### src/rtl/mult_stage_pkg.sv
// mult_stage_pkg -- PE configuration plus the control/data types shared by the PE pipeline stages.
// Revision 1.0
`default_nettype none

package PECfg;
    localparam int DWD     = 16;
    localparam int PSUMDWD = 32;
    localparam int PEROW   = 4;
endpackage

package PECtlCfg;
    import PECfg::*;

    localparam int SLICEW   = 4;
    localparam int MAXSLICE = DWD / SLICEW;
    localparam int SIDXW    = (MAXSLICE > 1) ? $clog2(MAXSLICE) : 1;
    localparam int SCNTW    = SIDXW + 1;
    localparam int NUMTW    = 4;

    typedef enum logic [1:0] {
        MODE_MAC  = 2'd0,
        MODE_XNOR = 2'd1,
        MODE_RSV2 = 2'd2,
        MODE_RSV3 = 2'd3
    } au_mode_e;

    typedef struct packed {
        au_mode_e         mode;
        logic [NUMTW-1:0] iNumT;
        logic [NUMTW-1:0] wNumT;
        logic [PEROW-1:0] AuMask;
    } AuCtl;

    typedef struct packed {
        logic [3:0] op;
        logic [3:0] shift;
    } SSctl;

    typedef struct packed {
        logic       valid;
        logic [6:0] addr;
    } PPctl;

    typedef struct packed {
        AuCtl msctl;
        SSctl ssctl;
        PPctl ssppctl;
    } FSpipeout;

    typedef struct packed {
        logic [DWD-1:0]     Input_FS;
        logic [DWD-1:0]     Weight_FS;
        logic [PSUMDWD-1:0] Psum_FS;
    } FSout;

    typedef struct packed {
        SSctl ssctl;
        PPctl ssppctl;
    } MSpipeout;

    typedef struct packed {
        logic [PSUMDWD-1:0] Psum_MS;
    } MSout;

    // A requested slice count of 0 means 1; anything above the operand width saturates.
    function automatic logic [SCNTW-1:0] clamp_slices(input logic [NUMTW-1:0] n);
        if (n == '0)
            return SCNTW'(1);
        else if (n > NUMTW'(MAXSLICE))
            return SCNTW'(MAXSLICE);
        else
            return SCNTW'(n);
    endfunction
endpackage

`default_nettype wire

### src/rtl/ms_slice_mac.sv
// ms_slice_mac -- per-row accumulator: XNOR-popcount update at load, or one nibble-product step per cycle.
// Revision 1.0
`default_nettype none

module ms_slice_mac
    import PECtlCfg::*;
#(
    parameter int DWD     = PECfg::DWD,
    parameter int PSUMDWD = PECfg::PSUMDWD
) (
    input  logic               clk,
    input  logic               rstn,
    input  logic               load,
    input  logic               step,
    input  logic               xnor_en,
    input  logic [DWD-1:0]     in_op,
    input  logic [DWD-1:0]     w_op,
    input  logic [PSUMDWD-1:0] psum_in,
    input  logic [SIDXW-1:0]   i_idx,
    input  logic [SIDXW-1:0]   j_idx,
    input  logic [SCNTW-1:0]   i_num,
    input  logic [SCNTW-1:0]   w_num,
    output logic [PSUMDWD-1:0] acc
);
    localparam int ONESW = $clog2(DWD + 1);

    logic [DWD-1:0]          a_q;
    logic [DWD-1:0]          b_q;
    logic [ONESW-1:0]        ones;
    logic [PSUMDWD-1:0]      xnor_sum;
    logic [SLICEW-1:0]       a_nib;
    logic [SLICEW-1:0]       b_nib;
    logic                    a_top;
    logic                    b_top;
    logic signed [SLICEW:0]  a_s;
    logic signed [SLICEW:0]  b_s;
    logic signed [2*SLICEW+1:0] prod;
    logic [PSUMDWD-1:0]      prod_ext;
    logic [SIDXW+2:0]        shamt;
    logic [PSUMDWD-1:0]      term;

    always_comb begin
        ones = '0;
        for (int k = 0; k < DWD; k++)
            ones = ones + {{(ONESW-1){1'b0}}, (in_op[k] ~^ w_op[k])};
    end

    // 2*popcount - DWD, folded straight into the incoming psum.
    assign xnor_sum = psum_in + PSUMDWD'({ones, 1'b0}) - PSUMDWD'(DWD);

    assign a_nib = a_q[{i_idx, 2'b00} +: SLICEW];
    assign b_nib = b_q[{j_idx, 2'b00} +: SLICEW];
    assign a_top = (SCNTW'(i_idx) == i_num - SCNTW'(1));
    assign b_top = (SCNTW'(j_idx) == w_num - SCNTW'(1));
    assign a_s   = {a_top & a_nib[SLICEW-1], a_nib};
    assign b_s   = {b_top & b_nib[SLICEW-1], b_nib};
    assign prod  = a_s * b_s;

    assign prod_ext = {{(PSUMDWD-2*SLICEW-2){prod[2*SLICEW+1]}}, prod};
    assign shamt    = {1'b0, i_idx, 2'b00} + {1'b0, j_idx, 2'b00};
    assign term     = prod_ext << shamt;

    always_ff @(posedge clk) begin
        if (!rstn) begin
            a_q <= '0;
            b_q <= '0;
            acc <= '0;
        end else if (load) begin
            a_q <= in_op;
            b_q <= w_op;
            acc <= xnor_en ? xnor_sum : psum_in;
        end else if (step) begin
            acc <= acc + term;
        end
    end
endmodule

`default_nettype wire

### src/rtl/mult_stage.sv
// mult_stage -- PE multiply stage: rdy/ack handshake, slice sequencing and one accumulator per PE row.
// Revision 1.0
`default_nettype none

module mult_stage
    import PECtlCfg::*;
#(
    parameter int DWD     = PECfg::DWD,
    parameter int PSUMDWD = PECfg::PSUMDWD,
    parameter int PEROW   = PECfg::PEROW
) (
    input  logic     i_clk,
    input  logic     i_rstn,
    input  FSpipeout i_pipe,
    input  logic     i_FS_rdy,
    output logic     o_FS_ack,
    input  FSout     i_data [PEROW],
    output logic     o_MS_rdy,
    input  logic     i_MS_ack,
    output MSout     o_data [PEROW],
    output MSpipeout o_MSpipe_MS
);
    typedef enum logic [1:0] {
        ST_IDLE = 2'd0,
        ST_RUN  = 2'd1,
        ST_DONE = 2'd2
    } ms_state_e;

    ms_state_e        state;
    logic [SIDXW-1:0] ci;
    logic [SIDXW-1:0] cj;
    logic [SCNTW-1:0] i_num;
    logic [SCNTW-1:0] w_num;
    logic             ms_rdy;
    MSpipeout         ms_pipe;
    logic             accept;
    logic             is_xnor;
    logic             step;
    logic             unused_mask;

    assign unused_mask = ^i_pipe.msctl.AuMask;

    // Combinational so a DONE beat can be acked and replaced in the same cycle.
    assign accept  = i_rstn && i_FS_rdy &&
                     ((state == ST_IDLE) || ((state == ST_DONE) && i_MS_ack));
    assign is_xnor = (i_pipe.msctl.mode == MODE_XNOR);
    assign step    = (state == ST_RUN);

    assign o_FS_ack    = accept;
    assign o_MS_rdy    = ms_rdy;
    assign o_MSpipe_MS = ms_pipe;

    always_ff @(posedge i_clk) begin
        if (!i_rstn) begin
            state   <= ST_IDLE;
            ci      <= '0;
            cj      <= '0;
            i_num   <= '0;
            w_num   <= '0;
            ms_rdy  <= 1'b0;
            ms_pipe <= '0;
        end else if (accept) begin
            ci      <= '0;
            cj      <= '0;
            i_num   <= clamp_slices(i_pipe.msctl.iNumT);
            w_num   <= clamp_slices(i_pipe.msctl.wNumT);
            ms_pipe <= '{ssctl: i_pipe.ssctl, ssppctl: i_pipe.ssppctl};
            state   <= is_xnor ? ST_DONE : ST_RUN;
            ms_rdy  <= is_xnor;
        end else begin
            case (state)
                ST_RUN: begin
                    // i is the fast index, j the slow one.
                    if (SCNTW'(ci) == i_num - SCNTW'(1)) begin
                        ci <= '0;
                        if (SCNTW'(cj) == w_num - SCNTW'(1)) begin
                            cj     <= '0;
                            state  <= ST_DONE;
                            ms_rdy <= 1'b1;
                        end else begin
                            cj <= cj + SIDXW'(1);
                        end
                    end else begin
                        ci <= ci + SIDXW'(1);
                    end
                end
                ST_DONE: begin
                    if (i_MS_ack) begin
                        state  <= ST_IDLE;
                        ms_rdy <= 1'b0;
                    end
                end
                default: begin
                    state <= ST_IDLE;
                end
            endcase
        end
    end

    for (genvar r = 0; r < PEROW; r++) begin : g_row
        logic [PSUMDWD-1:0] row_acc;

        ms_slice_mac #(
            .DWD     (DWD),
            .PSUMDWD (PSUMDWD)
        ) u_mac (
            .clk     (i_clk),
            .rstn    (i_rstn),
            .load    (accept),
            .step    (step),
            .xnor_en (is_xnor),
            .in_op   (i_data[r].Input_FS),
            .w_op    (i_data[r].Weight_FS),
            .psum_in (i_data[r].Psum_FS),
            .i_idx   (ci),
            .j_idx   (cj),
            .i_num   (i_num),
            .w_num   (w_num),
            .acc     (row_acc)
        );

        assign o_data[r].Psum_MS = row_acc;
    end
endmodule

`default_nettype wire

### config.mk
export PLATFORM = sky130hd
export DESIGN_NAME = mult_stage
export DESIGN_NICKNAME = d
export VERILOG_FILES = /design/src/rtl/mult_stage_pkg.sv /design/src/rtl/ms_slice_mac.sv /design/src/rtl/mult_stage.sv
export SDC_FILE = /design/constraint.sdc
export NUM_CORES = 2
export LEC_CHECK = 0
export CAP_MARGIN = 15
export CORE_MARGIN = 2
export CORE_UTILIZATION = 50
export CTS_CLUSTER_SIZE = 14
export DETAILED_ROUTE_END_ITERATION = 12
export PLACE_DENSITY = 0.74
export SLEW_MARGIN = 20
export SYNTH_ARGS = -nofsm -noshare
export SYNTH_HDL_FRONTEND = slang
export SYNTH_SLANG_ARGS = --single-unit
export TNS_END_PERCENT = 50
### constraint.sdc
create_clock -name i_clk -period 16 [get_ports i_clk]
set_input_delay 2.4 -clock i_clk [delete_from_list [all_inputs] [get_ports i_clk]]
set_output_delay 2.4 -clock i_clk [all_outputs]
set_load 0.1 [all_outputs]
* After elaboration in Yosys (flattened, before gate mapping)
Cells that the tools add are included.
Word-level totals: output and inout port bits 146, input bits 290, register bits after elaboration 285, logic and storage cells 240
Cells by class: multiply operators 4, shift operators 12, add/sub/neg operators 77, magnitude comparators 2, reductions and logical operators 13, bitwise logic cells 73, equality and inequality tests 8, multiplexer cells 29
Operators by type and width (number):
- 32-bit 2-to-1 mux | 12
- 5-bit by 1-bit adder with 5-bit output | 56
- 32-bit adder | 4
- 32-bit by 6-bit adder with 32-bit output | 4
- 16-bit by 5-bit indexed part select with 4-bit output | 8
- 32-bit by 5-bit << shifter with 32-bit output | 4
- 32-bit by 5-bit subtractor with 32-bit output (second input constant) | 4
- 1-bit bitwise XNOR | 64
- 5-bit by 5-bit multiplier with 10-bit output | 4
- 2-bit 2-to-1 mux | 7
- 3-bit 2-to-1 mux | 4
- 3-bit inequality test (second input constant) | 3
- 1-bit by 1-bit adder with 2-bit output | 4
- 1-bit bitwise AND | 8
- 4-bit by 3-bit > comparator with 1-bit output (second input constant) | 2
- 4-bit zero test | 2
- 2-bit by 3-bit == test with 1-bit output | 2
- 3-bit by 1-bit subtractor with 3-bit output (second input constant) | 2
- 4-bit by 4-bit adder with 5-bit output | 1
- 2-bit by 1-bit adder with 2-bit output (second input constant) | 2
- 2-bit by 1-bit == test with 1-bit output (second input constant) | 2
- 1-bit 2-to-1 mux | 4
- 2-bit case mux with 2 select lines | 1
- 4-bit AND reduction | 1
- 11 further kinds | 13

* Depth between registers and ports, before layout
depth after elaboration 20, depth in mapped cells 35, mapped depth without buffers 33

* By module
A second synthesis with hierarchy kept.
Second synthesis, totals: cells, all modules 4277, area total of the unflattened synthesis 33918.8 sq um
By module, submodules not included:
- ms_slice_mac at g_row[3].u_mac | cells an instance 1047, seq. area each 1281.2 sq um, times used 1, area an instance 8252.9 sq um
- ms_slice_mac at g_row[0].u_mac | cells an instance 1045, seq. area each 1281.2 sq um, times used 1, area an instance 8247.9 sq um
- ms_slice_mac at g_row[1].u_mac | cells an instance 1033, seq. area each 1281.2 sq um, times used 1, area an instance 8106.5 sq um
- ms_slice_mac at g_row[2].u_mac | cells an instance 993, seq. area each 1281.2 sq um, times used 1, area an instance 8039.0 sq um
- mult_stage | cells an instance 159, seq. area each 580.6 sq um, times used 1, area an instance 1272.5 sq um

* Worst setup path after synthesis
No wires, ideal clock.
path type input to register, from input i_data[225] (netlist bit), to register g_row[0].u_mac.acc[30], arrival time 8.820 ns, cell stages on the path 24, data required time 15.872 ns, setup time 0.128 ns, slack 7.052 ns, buffers on the path 0, cells stage by stage xnor2_1 > ha_1 > fa_1 > fa_1 > fa_1 > fa_1 > inv_1 > fa_1 > fa_1 > inv_1 > ha_1 > ha_1 > fa_1 > a21o_1 > a21oi_2 > o211ai_1 > a221oi_2 > o31a_1 > a21oi_1 > and4_1 > a2111oi_2 > a21oi_1 > xnor2_1 > o21ai_1
On the way: longest elaborated chain between the ends 20
RTL lines:
- from (decl) | RTL line mult_stage.sv:17 | input FSout i_data [PEROW],
- 1-bit bitwise XNOR | RTL line ms_slice_mac.sv:45 | ones = ones + {{(ONESW-1){1'b0}}, (in_op[k] ~^ w_op[k])};
- 1-bit by 1-bit adder with 2-bit output | RTL line ms_slice_mac.sv:45
- 5-bit by 1-bit adder with 5-bit output (14 in series) | RTL line ms_slice_mac.sv:45
- 32-bit by 6-bit adder with 32-bit output | RTL line ms_slice_mac.sv:49 | assign xnor_sum = psum_in + PSUMDWD'({ones, 1'b0}) - PSUMDWD'(DWD);
- 32-bit by 5-bit subtractor with 32-bit output | RTL line ms_slice_mac.sv:49
- 32-bit 2-to-1 mux | RTL line ms_slice_mac.sv:71 | acc <= xnor_en ? xnor_sum : psum_in;
- 32-bit 2-to-1 mux | RTL line ms_slice_mac.sv:68 | end else if (load) begin
- to (signal assigned) | RTL line ms_slice_mac.sv:71
- to (signal assigned) | RTL line ms_slice_mac.sv:73 | acc <= acc + term;
- to (decl) | RTL line ms_slice_mac.sv:23 | output logic [PSUMDWD-1:0] acc
Every way passes these cells. A chain may end at the register's enable or synchronous reset.

* Worst setup path after layout
from input i_data[224] (netlist bit), to register g_row[0].u_mac.acc[30]
Same word-level chain as after synthesis.

==> run_results.csv <==
group,metric,value,unit
timing,hold_viol,0,
detailed_routing,route.antenna.remaining_nets,0,
floorplanning,chipWidth,258,um
synth,ys_types,92,
cts,clk_pin_slew_worst_paths,0.06,ns
synth,synth_nets,5051,
critical_path,critPathRequiredTime,16.45,ns
pwr,p_clk_share,18.3,%
floorplanning,die_y,258,um
timing,period_minus_slack,9.61,ns
timing,fin_worst_skew,0.0250,ns
detailed_routing,wl,112000,um
synth,synth_edf_count,0,
pwr,combPwrFrac,62.8,%
cts,cts_resized,0,
detailed_routing,drc,0,
cts,cts_hold_buffers,0,
detailed_routing,wl_per_cell,20.4,um
grt,grt_overflow,0,
timing,rsz0062_at_grt,"false",
synth,synth_top_area_cell,"dfxtp_1",
pwr,leakagePower,17.0,nW
timing,max_freq,0.104,GHz
placement,port_buffers,431,
layout,nets,5356,
detailed_routing,vias,32700,
synth,syn_area,32400,um2
synth,synth_ff_type,"dfxtp_1",
synth,seq_area_frac_synth,17.6,%
cts,clockRootBuffer,"clkbuf_16",
cts,numCtsBuffers,37,
timing,setup_violations,0,
pwr,p_per_area,133,nW/um2
detailed_routing,first_iter_violations,3037,
synth,async_flop_share,0,%
cts,insertion_delay,0.58,ns
timing,tightestPinTransition,1.24,ns
detailed_routing,vias_per_cell,5.95,
status,status,"completed",
placement,finalWeightedCongestion,0.979,
placement,placed_cells,5422,
timing,maxSlewViolCount,0,
pwr,power_frac_seq,19.0,%
grt,grt_antenna_before_repair,11,
placement,dp.final_hpwl,86600,um
pwr,power_switching_share,50.5,%
floorplanning,rows,93,
synth,postSynthCellCount,4301,
worst_hold_path,hp-class,"flop to flop",
pwr,p_switching,2.59,mW
critical_path,worstSetupStartpointType,"primary input",
synth,syn_avg_cell_area,7.53,um2
grt,grtUsageTotal,32.4,%
synth,synthTopCellsByArea,"dfxtp_1 18%, ha_1 13%, a21oi_1 7.9%",
job,maxCapViolations,0,
grt,grt_pass1_wl,171000,um
cts,cts.sinks,285,
pwr,ir_worst_vdd,156,uV
timing,relSlewSlack,16.5,%
layout,fillers,5957,
timing,final_min_period_over_clock_period,60.1,%
synth,synthTopCellsByCount,"617 x nand2_1, 514 x a21oi_1, 367 x inv_1",
cts,post-cts-setup-buffers,0,
layout,area_growth,19.4,%
critical_path,critPathKind,"primary input to flop",
grt,grt_pass1_vias,30400,
cts,cts_tree,"built",
layout,utilization,60.2,%
cts,h-tree-depth,2,
floorplanning,start_util,50.4,%
critical_path,critPathCaptureType,"flop",
floorplanning,die_area,66800,um2
critical_path,path_max_fanout,4,
floorplanning,coreArea,64200,um2
detailed_routing,drt_first_pass_iters,6,
critical_path,crit_arrival,10.06,ns
grt,grt_max_degree,161,
layout,drive_gt1_share,3.93,%
synth,yosys.cell_count.top_type,"nand2_1",
layout,layoutNonFillerInstCount,5493,
synth,yosys.area.top_type_share,17.6,%
cts,cts_max_path_buffers,3,
pwr,internal_power,2.54,mW
timing,fin_setup_tns,0,ns
synth,synth_seq_cells,285,
synth,synth_warnings,0,
floorplanning,io_pins,436,
-- worst max-delay path, stage by stage --
cell and delay (ns):
clkdlybuf4s50_1 0.53, xnor2_1 0.15, ha_1 0.28, fa_1 0.53, fa_1 0.52, fa_1 0.52
fa_1 0.54, inv_1 0.05, fa_1 0.47, fa_1 0.42, xnor2_1 0.32, ha_1 0.34
fa_1 0.47, a21o_1 0.20, a21oi_2 0.20, o211ai_1 0.18, a221oi_2 0.48, o31a_1 0.25
a21oi_1 0.10, and4_1 0.22, a2111oi_2 0.46, a21oi_1 0.17, xnor2_1 0.20, o21ai_1 0.08
-- metrics by stage --
| stage | hold WS [ns] | cell area, um2 | power (mW) | setup WS, ns |
|---|---|---|---|---|
| global route | 0.464 | 38600 | 5.47 | 6.08 |
| global placement | 0.439 | 37300 | 4.13 | 5.88 |
| floorplan | 0.432 | 32400 | 3.33 | 7.05 |
| CTS | 0.451 | 38600 | 5.12 | 6.29 |
| finish | 0.450 | 38700 | 5.13 | 6.39 |
| detailed placement | 0.443 | 37300 | 4.17 | 5.82 |
-- area by class of cell --
| class | count | area [um2] | area share, % |
|---|---|---|---|
| Antenna cell | 5 | 12.5 | 0.0324 |
| Clock buffer | 51 | 1060 | 2.74 |
| Clock inverter | 15 | 275 | 0.712 |
| Inverter | 369 | 1400 | 3.61 |
| Multi-Input combinational cell | 3448 | 24600 | 63.5 |
| Sequential cell | 285 | 5710 | 14.8 |
| Tap cell | 855 | 1070 | 2.77 |
| Timing Repair Buffer | 465 | 4580 | 11.9 |
-- registers in the layout, summed over array words and instances, names as in the netlist --
name and cells:
ci 2, cj 2, g_row.u_mac.a_q 64, g_row.u_mac.acc 128, g_row.u_mac.b_q 64, i_num 3
o_MS_rdy 1, o_MSpipe_MS 16, state 2, w_num 3
-- power by group through the flow --
stage	clock network (mW)	logic (mW)	registers, mW
2_1_floorplan	0	1.74	1.59
3_3_place_gp	0	3.15	0.980
3_5_place_dp	0	3.19	0.981
4_1_cts	0.942	3.21	0.968
5_1_grt	0.969	3.52	0.982
6_report	0.938	3.22	0.972
-- routing by layer --
layer | global-route usage [%] | part of all wire [%] | wire, um | vias to the layer above
li1 | - | - | - | 15700
met1 | 42.2 | 41 | 45900 | 15400
met2 | 53.4 | 46 | 51700 | 1291
met3 | 5.10 | 8.3 | 9310 | 265
met4 | 13.2 | 4.4 | 4950 | 8
met5 | 0 | 0.038 | 42 | -
-- path summary, 6_finish.rpt --
check,from,end,slack (ns),depth (start not counted)
max,i_data[224],g_row[0].u_mac.acc[30],6.39,24
min,g_row[2].u_mac.a_q[2],g_row[2].u_mac.a_q[2],0.45,2
max reg2reg,cj[0],g_row[2].u_mac.acc[31],7.37,31
min reg2reg,g_row[2].u_mac.a_q[2],g_row[2].u_mac.a_q[2],0.45,2
-- logic make-up after synthesis --
group,share of synthesized area (%)
AO/OA/AOI/OAI,26.8
XOR/XNOR,8.28
adder cells (fa/ha/maj),20.5
buffers and inverters,6.69
flip-flops,17.6
multiplexers,3.00
AND/OR/NAND/NOR,17.1
-- placed cells by master, fill, tap and decap left out, types with 44 or more instances in the layout --
cell type,count
a211oi_1,81
a21o_1,148
a21oi_1,514
a31oi_1,47
and2_1,77
clkdlybuf4s50_1,430
dfxtp_1,285
fa_1,116
ha_1,342
inv_1,367
nand2_1,616
nand2b_1,44
nand3_1,47
nor2_1,252
nor2b_1,48
nor3_1,53
o21a_1,46
o21ai_0,218
xnor2_1,186
xor2_1,120
Note: power is estimated with default switching activity, not from simulation.
